File: src/rtl/led_sequencer.sv
// Table-driven LED sequencer: plays up to eight {pattern, duration} steps on a
// 1 ms tick derived from sys_clk, optionally looping; the table is writable only while idle.
module led_sequencer #(
  parameter int         TICK_DIV = 27_000,
  parameter logic [5:0] IDLE_PAT = 6'b111111
) (
  input  logic        sys_clk,
  input  logic        rst_n,
  input  logic        wr_valid,
  output logic        wr_ready,
  input  logic [2:0]  wr_addr,
  input  logic [5:0]  wr_pattern,
  input  logic [11:0] wr_dur_ms,
  input  logic        start,
  input  logic        stop,
  input  logic        loop_en,
  input  logic [2:0]  last_step,
  output logic [5:0]  onboard_led,
  output logic        busy,
  output logic [2:0]  step_idx,
  output logic        done
);

  localparam int PW = (TICK_DIV > 1) ? $clog2(TICK_DIV) : 1;
  localparam logic [PW-1:0] PRESC_MAX = PW'(TICK_DIV - 1);

  typedef enum logic {S_IDLE = 1'b0, S_RUN = 1'b1} state_t;

  state_t      state_q, state_d;
  logic [2:0]  step_q, step_d;
  logic [2:0]  last_q, last_d;
  logic [PW-1:0] presc_q, presc_d;
  logic [11:0] ms_q, ms_d;
  logic [5:0]  led_q, led_d;
  logic        done_q, done_d;

  logic [5:0]  pat_mem [8];
  logic [11:0] dur_mem [8];

  logic        wr_fire;
  logic [11:0] cur_dur;
  logic [11:0] cur_last_ms;
  logic        step_end;

  // Handshake: a table write commits on any rising edge where wr_valid && wr_ready;
  // wr_ready depends on state alone, so it never combinationally follows wr_valid.
  assign wr_fire = wr_valid && wr_ready;

  // A zero duration plays as 1 ms, so the last ms index is 0 for both 0 and 1.
  assign cur_dur     = dur_mem[step_q];
  assign cur_last_ms = (cur_dur == 12'd0) ? 12'd0 : cur_dur - 12'd1;
  assign step_end    = (presc_q == PRESC_MAX) && (ms_q == cur_last_ms);

  always_ff @(posedge sys_clk or negedge rst_n) begin
    if (!rst_n) begin
      for (int i = 0; i < 8; i++) begin
        pat_mem[i] <= IDLE_PAT;
        dur_mem[i] <= 12'd0;
      end
    end else if (wr_fire) begin
      pat_mem[wr_addr] <= wr_pattern;
      dur_mem[wr_addr] <= wr_dur_ms;
    end
  end

  always_ff @(posedge sys_clk or negedge rst_n) begin
    if (!rst_n) begin
      state_q <= S_IDLE;
      step_q  <= 3'd0;
      last_q  <= 3'd0;
      presc_q <= '0;
      ms_q    <= 12'd0;
      led_q   <= IDLE_PAT;
      done_q  <= 1'b0;
    end else begin
      state_q <= state_d;
      step_q  <= step_d;
      last_q  <= last_d;
      presc_q <= presc_d;
      ms_q    <= ms_d;
      led_q   <= led_d;
      done_q  <= done_d;
    end
  end

  always_comb begin
    state_d = state_q;
    step_d  = step_q;
    last_d  = last_q;
    presc_d = presc_q;
    ms_d    = ms_q;
    led_d   = led_q;
    done_d  = 1'b0;
    case (state_q)
      S_IDLE: begin
        if (start && !stop && !wr_fire) begin
          state_d = S_RUN;
          step_d  = 3'd0;
          last_d  = last_step;
          presc_d = '0;
          ms_d    = 12'd0;
          led_d   = pat_mem[0];
        end
      end
      S_RUN: begin
        if (stop) begin
          state_d = S_IDLE;
          step_d  = 3'd0;
          presc_d = '0;
          ms_d    = 12'd0;
          led_d   = IDLE_PAT;
        end else if (step_end) begin
          presc_d = '0;
          ms_d    = 12'd0;
          if (step_q != last_q) begin
            step_d = step_q + 3'd1;
            led_d  = pat_mem[step_q + 3'd1];
          end else if (loop_en) begin
            step_d = 3'd0;
            led_d  = pat_mem[0];
          end else begin
            state_d = S_IDLE;
            step_d  = 3'd0;
            led_d   = IDLE_PAT;
            done_d  = 1'b1;
          end
        end else if (presc_q == PRESC_MAX) begin
          presc_d = '0;
          ms_d    = ms_q + 12'd1;
        end else begin
          presc_d = presc_q + PW'(1);
        end
      end
      default: state_d = S_IDLE;
    endcase
  end

  always_comb begin
    wr_ready    = (state_q == S_IDLE);
    busy        = (state_q == S_RUN);
    onboard_led = led_q;
    step_idx    = step_q;
    done        = done_q;
  end

endmodule

File: config.mk
export PLATFORM = sky130hd
export DESIGN_NAME = led_sequencer
export DESIGN_NICKNAME = d
export VERILOG_FILES = /design/src/rtl/led_sequencer.sv
export SDC_FILE = /design/constraint.sdc
export NUM_CORES = 1
export LEC_CHECK = 0
export CAP_MARGIN = 20
export CORE_MARGIN = 1.5
export CORE_UTILIZATION = 50
export CTS_CLUSTER_DIAMETER = 80
export CTS_CLUSTER_SIZE = 14
export DETAILED_ROUTE_END_ITERATION = 8
export GPL_TIMING_DRIVEN = 0
export PLACE_DENSITY_LB_ADDON = 0.3
export SLEW_MARGIN = 10
export SYNTH_ARGS = -nofsm -noshare
export SYNTH_HDL_FRONTEND = slang
export SYNTH_SLANG_ARGS = --single-unit
File: constraint.sdc
create_clock -name sys_clk -period 6.45 [get_ports sys_clk]
set_input_delay 0.645 -clock sys_clk [delete_from_list [all_inputs] [get_ports sys_clk]]
set_output_delay 0.645 -clock sys_clk [all_outputs]
set_load 0.005 [all_outputs]
==> results of run 1 <==
-- layout make-up --
type	instances	area share [%]
Timing Repair Buffer	41	4.052
Clock buffer	21	4.603
Inverter	17	0.5973
Tap cell	229	2.682
Sequential cell	185	43.97
Multi-Input combinational cell	465	41.63
Clock inverter	11	1.113
Buffer	29	1.359
-- worst max-delay path: stages, from the launching register on --
cell and delay [ns]:
dfrtp_1 0.39, buf_2 0.35, clkbuf_1 0.61, mux4_2 0.42, mux2i_1 0.55, ha_1 0.32, nor4b_4 0.33, nand3_2 0.21
o211ai_1 0.13, o21ai_0 0.17, a221oi_2 0.39, nand4_4 0.23, a21oi_4 0.43, buf_8 0.21, nor2_2 0.05
-- power groups by stage --
stage / sequential, uW / combinational, uW / clock, uW
after floorplan: 1590 / 522 / 0
after global placement: 1620 / 689 / 0
after detailed placement: 1640 / 720 / 0
after CTS: 1620 / 724 / 1080
after global routing: 1660 / 782 / 1130
final: 1630 / 720 / 1060
-- state kept, by name, summed over array words and instances, names as in the netlist --
register / flops
busy: 1
done: 1
dur_mem: 96
last_q: 3
ms_q: 12
onboard_led: 6
pat_mem: 48
presc_q: 15
step_idx: 3
-- placed cells by master, fill, tap and decap left out, types with 7 or more instances in the layout --
master,n
inv_1,17
nand4_1,10
and3_1,11
mux2i_1,16
a21oi_1,7
nand2b_1,8
nor2_2,10
xnor2_1,10
xor2_1,14
nor3_1,7
clkbuf_16,18
dfstp_2,54
nand2_1,26
mux4_2,34
dfrtp_1,131
mux2_2,161
nand3_1,13
nor2_1,24
clkdlybuf4s50_1,39
o21ai_0,26
clkbuf_1,20
-- worst min path at each step --
stage | from | endpoint | depth (start not counted)
after global placement | onboard_led[1]$_DFFE_PN1P_ | onboard_led[1]$_DFFE_PN1P_ | 2
after global routing | rst_n | presc_q[6]$_DFFE_PN0P_ | 1
after floorplan | rst_n | busy$_DFF_PN0_ | 0
after CTS | rst_n | presc_q[6]$_DFFE_PN0P_ | 1
after detailed placement | onboard_led[0]$_DFFE_PN1P_ | onboard_led[0]$_DFFE_PN1P_ | 2
final | rst_n | presc_q[6]$_DFFE_PN0P_ | 1
-- stage by stage --
step / cells / hold slack, ns / setup WS, ns / TNS (ns)
detailed placement: 966 / 0.4641 / 1.641 / 0
CTS: 998 / 0.2155 / 1.617 / 0
finish: 998 / 0.1707 / 1.548 / 0
floorplan: 696 / 0.3494 / 2.752 / 0
global placement: 965 / 0.4566 / -2.159 / -280.77
global route: 998 / 0.2237 / 1.306 / 0
-- cell families after synthesis --
logic type	Yosys count
AOI/OAI and AO/OA	83
xor gates and xnor gates	24
adders and majority gates	4
buffers and inverters	46
DFF	185
muxes	214
and+or+nand+nor	140
-- routing by layer --
metal,up-vias,wire [um],GRT usage [%]
li1,2728,-,-
met1,3136,9387,30.74
met2,134,10810,39.25
met3,23,895,4.990
met4,0,246,6.427
met5,-,0,0
==> metrics.md, run 1 <==
| Metric | Value |
|---|---|
| Run status | `finished with violations` |
| Failing checks | `DRC` |
| Largest net degree at the start of global routing | `~100` |
| Max_cap viols | `0` |
| Simple-Gate Fraction of Synth Area | `under 10%` |
| Max Fclk | `slightly above 200 MHz` |
| Worst EP arrival | `around 5.2 ns` |
| Syn avg cell area | `13.44 sq um` |
| Final GP Congestion | `between 0.8 and 0.9` |
| Final instance area | `0.01068 sq mm` |
| Adder-Cell Fraction of Synth Area | `0.5351%` |
| Overall Global Routing Usage | `roughly a quarter` |
| GRT overflow | `0` |
| R2R depth | `14` |
| Pre-antenna DRT Iters | `7` |
| Final slew viol count | `0` |
| Avg WL per Cell | `roughly 21 um` |
| Vias | `6021` |
| RSZ-0062 raised after global routing | `false` |
| Sequential cell area | `about 0.0047 sq mm` |
| Critical Path End | `ms_q[10]$_DFFE_PN0P_` |
| CP Class | `reg -> reg` |
| Mapped Nets | `between 700 and 800` |
| Crit Path Max Fanout | `10` |
| CTS tree | `built` |
| Die Y-Extent | `between 100 and 150 um` |
| Post-synth top cells | `mux2_2, dfrtp_1, dfstp_2` |
| Synth Area in Compound Gates | `under 10%` |
| Area of the multi-input gates | `0.004447 sq mm` |
| Slew @ Worst Pin | `between 1 and 1.5 ns` |
| Initial Utilization | `between 50% and 60%` |
| Clk pwr share | `between 30% and 40%` |
| Crit path launch type | `register` |
| CP startpoint | `step_idx[1]$_DFFE_PN0P_` |
| TritonCTS Sinks | `between 150 and 200` |
| Die W | `around 140 um` |
| Worst min-delay path class | `in -> async` |
| Number of synthesized flops with an enable pin | `0` |
| Post-DP Area | `~0.010 sq mm` |
| Static Leakage | `roughly 0.0042 uW` |
| CP endpoint kind | `register` |
| DIE AREA | `0.01953 sq mm` |
| Final core utilization | `58.87%` |
| Yosys top cell by area | `dfrtp_1` |
| Final setup fails | `0` |
| Filler cell count | `1430` |
| ANT cells | `0` |
| Overall power | `about 3400 uW` |
| # DRC | `2` |
| Most used DFF post-synth | `dfrtp_1` |
| Power Dens Cells | `around 320 mW/mm^2` |
| Area of the core | `around 0.018 sq mm` |
| Root buf cell | `clkbuf_16` |
| Vias in the first global route | `around 6400` |
| Worst R2R Start | `step_idx[1]$_DFFE_PN0P_` |
| Clk_lat worst skew | `between 0.4 and 0.5 ns` |
| Worst-path clk slew | `~0.070 ns` |
| Mux share of post-synthesis cell area | `29.75%` |
| Num CTS Buffers | `17` |
| DR vias/cell | `between 6 and 7` |
| First-pass GRT wire length | `34930 um` |
| Largest family of logic cells by synthesized area | `multiplexers` |
| Post-Route WL | `roughly 21000 um` |
| Cts hold-fix bufs | `0` |
| Largest cells by area after synthesis | `dfrtp_1, mux2_2, dfstp_2` |
| Final Skew | `approximately 0.011 ns` |
| Switch share | `27.71%` |
| Number of synthesized register bits | `185` |
| Synth-to-layout area growth | `14.22%` |
| DP HPWL | `14730 um` |
| Row count | `49` |
| Number of port buffers | `40` |
| Bufs on Longest Clock Path | `2` |
| Synth Area in XOR/XNOR | `around 2.2%` |
| Initial antenna violation count | `0` |
| Setup bufs post-CTS | `0` |
| Synth top area share | `a little over a third` |
| Logic pwr share | `approximately a fifth` |
| Sw Pwr | `943.5 uW` |
| Number of gates resized after cts | `0` |
| FFs w/ async S/R, synth | `100.0%` |
| Final net count | `just under 800` |
| Worst reg2reg endpoint | `ms_q[10]$_DFFE_PN0P_` |
| Unique masters post-synth | `around 70` |
| Synth Instances | `slightly below 700` |
| Drt initial violations | `~440` |
| Final Cycle Share | `about three quarters` |
| Most common cell in the netlist | `mux2_2` |
| Number of synthesis warnings | `0` |
| Sequential share of power | `a little under half` |
| Worst Path Required | `between 6 and 7 ns` |
| Layout cells sized above 1 | `41.22%` |
| Clock period minus worst slack | `4.902 ns` |
| Peak supply drop | `0.0001954 V` |
| H-tree levels | `4` |
| Top Ports | `42` |
| R2r setup slk | `~1.5 ns` |
| Post-Syn Area | `approximately 0.0094 sq mm` |
| Routed Antenna Nets | `0` |
| Internal | `~2500 uW` |
| Sequential fraction of the synthesis area | `between 50% and 60%` |
| Hold Fails Final Rpt | `0` |
| Relative slew slack | `between 20 and 30%` |
Note: power is estimated with default switching activity, not from simulation.
==> run 2: changes to the inputs <==
clock period = 4.15 ns   (was 6.45 ns; I/O delays follow)
==> metrics.md, run 2 (synthesis gave the netlist of run 1 again) <==
| Metric | Value |
|---|---|
| Run status | `finished with violations` |
| Failing checks | `DRC` |
| Worst min-delay path class | `in -> reg` |
| Number of placed instances, taps included | `966 (unchanged)` |
| Num CTS Buffers | `17 (unchanged)` |
| Crit path launch type | `register` |
| Number of port buffers | `40 (unchanged)` |
| CP Class | `reg -> reg` |
| Layout cells sized above 1 | `42.88% (+1.7 points)` |
| CP endpoint kind | `register` |
| Crit path max-delay cell type | `mux4_2` |
| Avg WL per Cell | `21.51 um (+0.57%)` |
| Hold WS | `0.4642 ns (+0.2935 ns)` |
| DR vias/cell | `6.039 (about the same)` |
| Max reg flops | `96 (unchanged)` |
| Commonest non-fill, non-tap cells in the layout | `mux2_2, dfrtp_1, dfstp_2` |
| Reg with most FFs | `dur_mem` |
| Final slew viol count | `0 (unchanged)` |
| CP peak stage delay | `0.57 ns (-0.04 ns)` |
| Routed Antenna Nets | `0 (unchanged)` |
| Post-Route WL | `21680 um (+1.6%)` |
| Clk_lat worst skew | `0.44 ns (about the same)` |
| Largest net degree at the start of global routing | `104 (unchanged)` |
| Pre-antenna DRT Iters | `7 (unchanged)` |
| Final Skew | `0.01045 ns (-0.0009094 ns)` |
| Area of the core | `0.01815 sq mm (unchanged)` |
| Most common cell on crit path | `mux2i_1` |
| CTS tree | `built` |
| Worst-path clk slew | `0.07 ns (about the same)` |
| H-tree levels | `4 (unchanged)` |
| Overall Global Routing Usage | `23.38% (+0.054 points)` |
| Final GP Congestion | `0.8605 (unchanged)` |
| Final setup fails | `0 (unchanged)` |
| Final Cycle Share | `97.60% (+22 points)` |
| Drt initial violations | `426 (-3.4%)` |
| Commonest non-fill, non-tap cell in the layout | `mux2_2` |
| CP Cell Sequence | `buf_6 -> buf_8 -> mux4_2 -> mux2i_4 -> ha_2 -> nor4b_4 -> nand3_2 -> mux2i_1 -> o2111ai_1 -> a311oi_2 -> nand4_4 -> a21oi_4 -> buf_12 -> mux2i_1` |
| Die W | `139.8 um (unchanged)` |
| ANT cells | `0 (unchanged)` |
| Initial antenna violation count | `0 (unchanged)` |
| Peak supply drop | `0.0003065 V (+57%)` |
| GRT overflow | `0 (unchanged)` |
| # DRC | `2 (unchanged)` |
| Vias in the first global route | `6387 (+0.078%)` |
| Synth-to-layout area growth | `15.72%` |
| Largest regs | `dur_mem (96), pat_mem (48), presc_q (15)` |
| Hold Fails Final Rpt | `0 (unchanged)` |
| Overall power | `5332 uW (+57%)` |
| Root buf cell | `clkbuf_16` |
| Final Non-Filler Cells | `1008 (+1.0%)` |
| Max_cap viols | `0 (unchanged)` |
| DIE AREA | `0.01953 sq mm (unchanged)` |
| Worst EP arrival | `4.41 ns (-0.82 ns)` |
| First-pass GRT wire length | `34970 um (+0.12%)` |
| Power Dens Cells | `492.7 mW/mm^2 (+55%)` |
| Row count | `49 (unchanged)` |
| Initial Utilization | `51.54% (unchanged)` |
| Bufs on Longest Clock Path | `2 (unchanged)` |
| Filler cell count | `1421 (-0.63%)` |
| Relative slew slack | `28.48% (-1.2 points)` |
| Final core utilization | `59.64% (+0.77 points)` |
| Slew @ Worst Pin | `1.069 ns (+0.01765 ns)` |
| Vias | `6087 (+1.1%)` |
| Top Ports | `42 (unchanged)` |
| Final net count | `800 (+1.3%)` |
| Crit Path Max Fanout | `10 (unchanged)` |
| Die Y-Extent | `139.8 um (unchanged)` |
| DP HPWL | `14730 um (unchanged)` |
| Worst Path Required | `4.51 ns (-2.27 ns)` |
| Clock period minus worst slack | `4.050 ns (-0.8522 ns)` |
| Static Leakage | `0.004294 uW (+1.7%)` |
| TritonCTS Sinks | `185 (unchanged)` |
| Max Fclk | `246.9 MHz (+21%)` |
[run 2: report_power, final]
| group | leakage, uW | internal [uW] | switching [uW] |
|---|---|---|---|
| Combinational | 0.00179 | 651 | 502 |
| Sequential | 0.00220 | 2310 | 222 |
| Clock | 0.000302 | 886 | 763 |
[run 2: layer usage]
metal | vias up | part of all wire (%) | track usage (%)
met1 | 3183 | 43 | 30.77
li1 | 2744 | - | -
met5 | - | 0 | 0
met2 | 134 | 51 | 39.28
met4 | 0 | 1.3 | 6.427
met3 | 26 | 4.4 | 5.162
[run 2: timing repair]
action | CTS | global route
endpoints found under the setup margin | 23 | 19
hold endpoints to repair | 13 | 0
resized for setup | 7 | 9
setup buffers | 1 | 8
pin swaps | 1 | 4
hold buffers | 1 | 0
cloned | 0 | 0
[run 2: critical path, delay by kind of cell (launching register included)]
family	cells	cell delay, ns
compound gates	3	0.81
fa+ha+maj	1	0.27
buf+inv	3	0.51
flops	1	0.40
mux	4	1.26
simple gates	3	0.72
[run 2: final cells by class]
class                           instances  area, sq um  area share, %
Tap cell                              229        286.5          2.647
Buffer                                 29        163.9          1.514
Multi-Input combinational cell        465         4478          41.38
Clock buffer                           21        491.7          4.543
Timing Repair Buffer                   51        523.0          4.832
Inverter                               17        63.81         0.5896
Sequential cell                       185         4697          43.40
Clock inverter                         11        118.9          1.098
[run 2: final timing paths]
check                                            from                         end  slack (ns)  depth (start not counted)
setup / recovery              step_idx[0]$_DFFE_PN0P_  onboard_led[4]$_DFFE_PN1P_         0.1                         14
hold / removal                                   stop  onboard_led[3]$_DFFE_PN1P_        0.46                          3
setup reg to reg              step_idx[0]$_DFFE_PN0P_  onboard_led[4]$_DFFE_PN1P_         0.1                         14
hold reg to reg            onboard_led[0]$_DFFE_PN1P_  onboard_led[0]$_DFFE_PN1P_        0.47                          2
max in group asynchronous                       rst_n      dur_mem[5]$_DFFE_PN0P_        2.72                          3
min in group asynchronous                       rst_n      presc_q[6]$_DFFE_PN0P_        0.54                          2
[run 2: per-stage QoR]
step / TNS (ns) / setup slack, ns / cell area (sq um)
global route: -0.1960 / -0.06158 / 10820
detailed placement: -12.13 / -0.6590 / 10070
global placement: -675.39 / -4.229 / 10040
finish: 0 / 0.09975 / 10820
floorplan: 0 / 0.4522 / 9353
CTS: 0 / 0.02904 / 10730
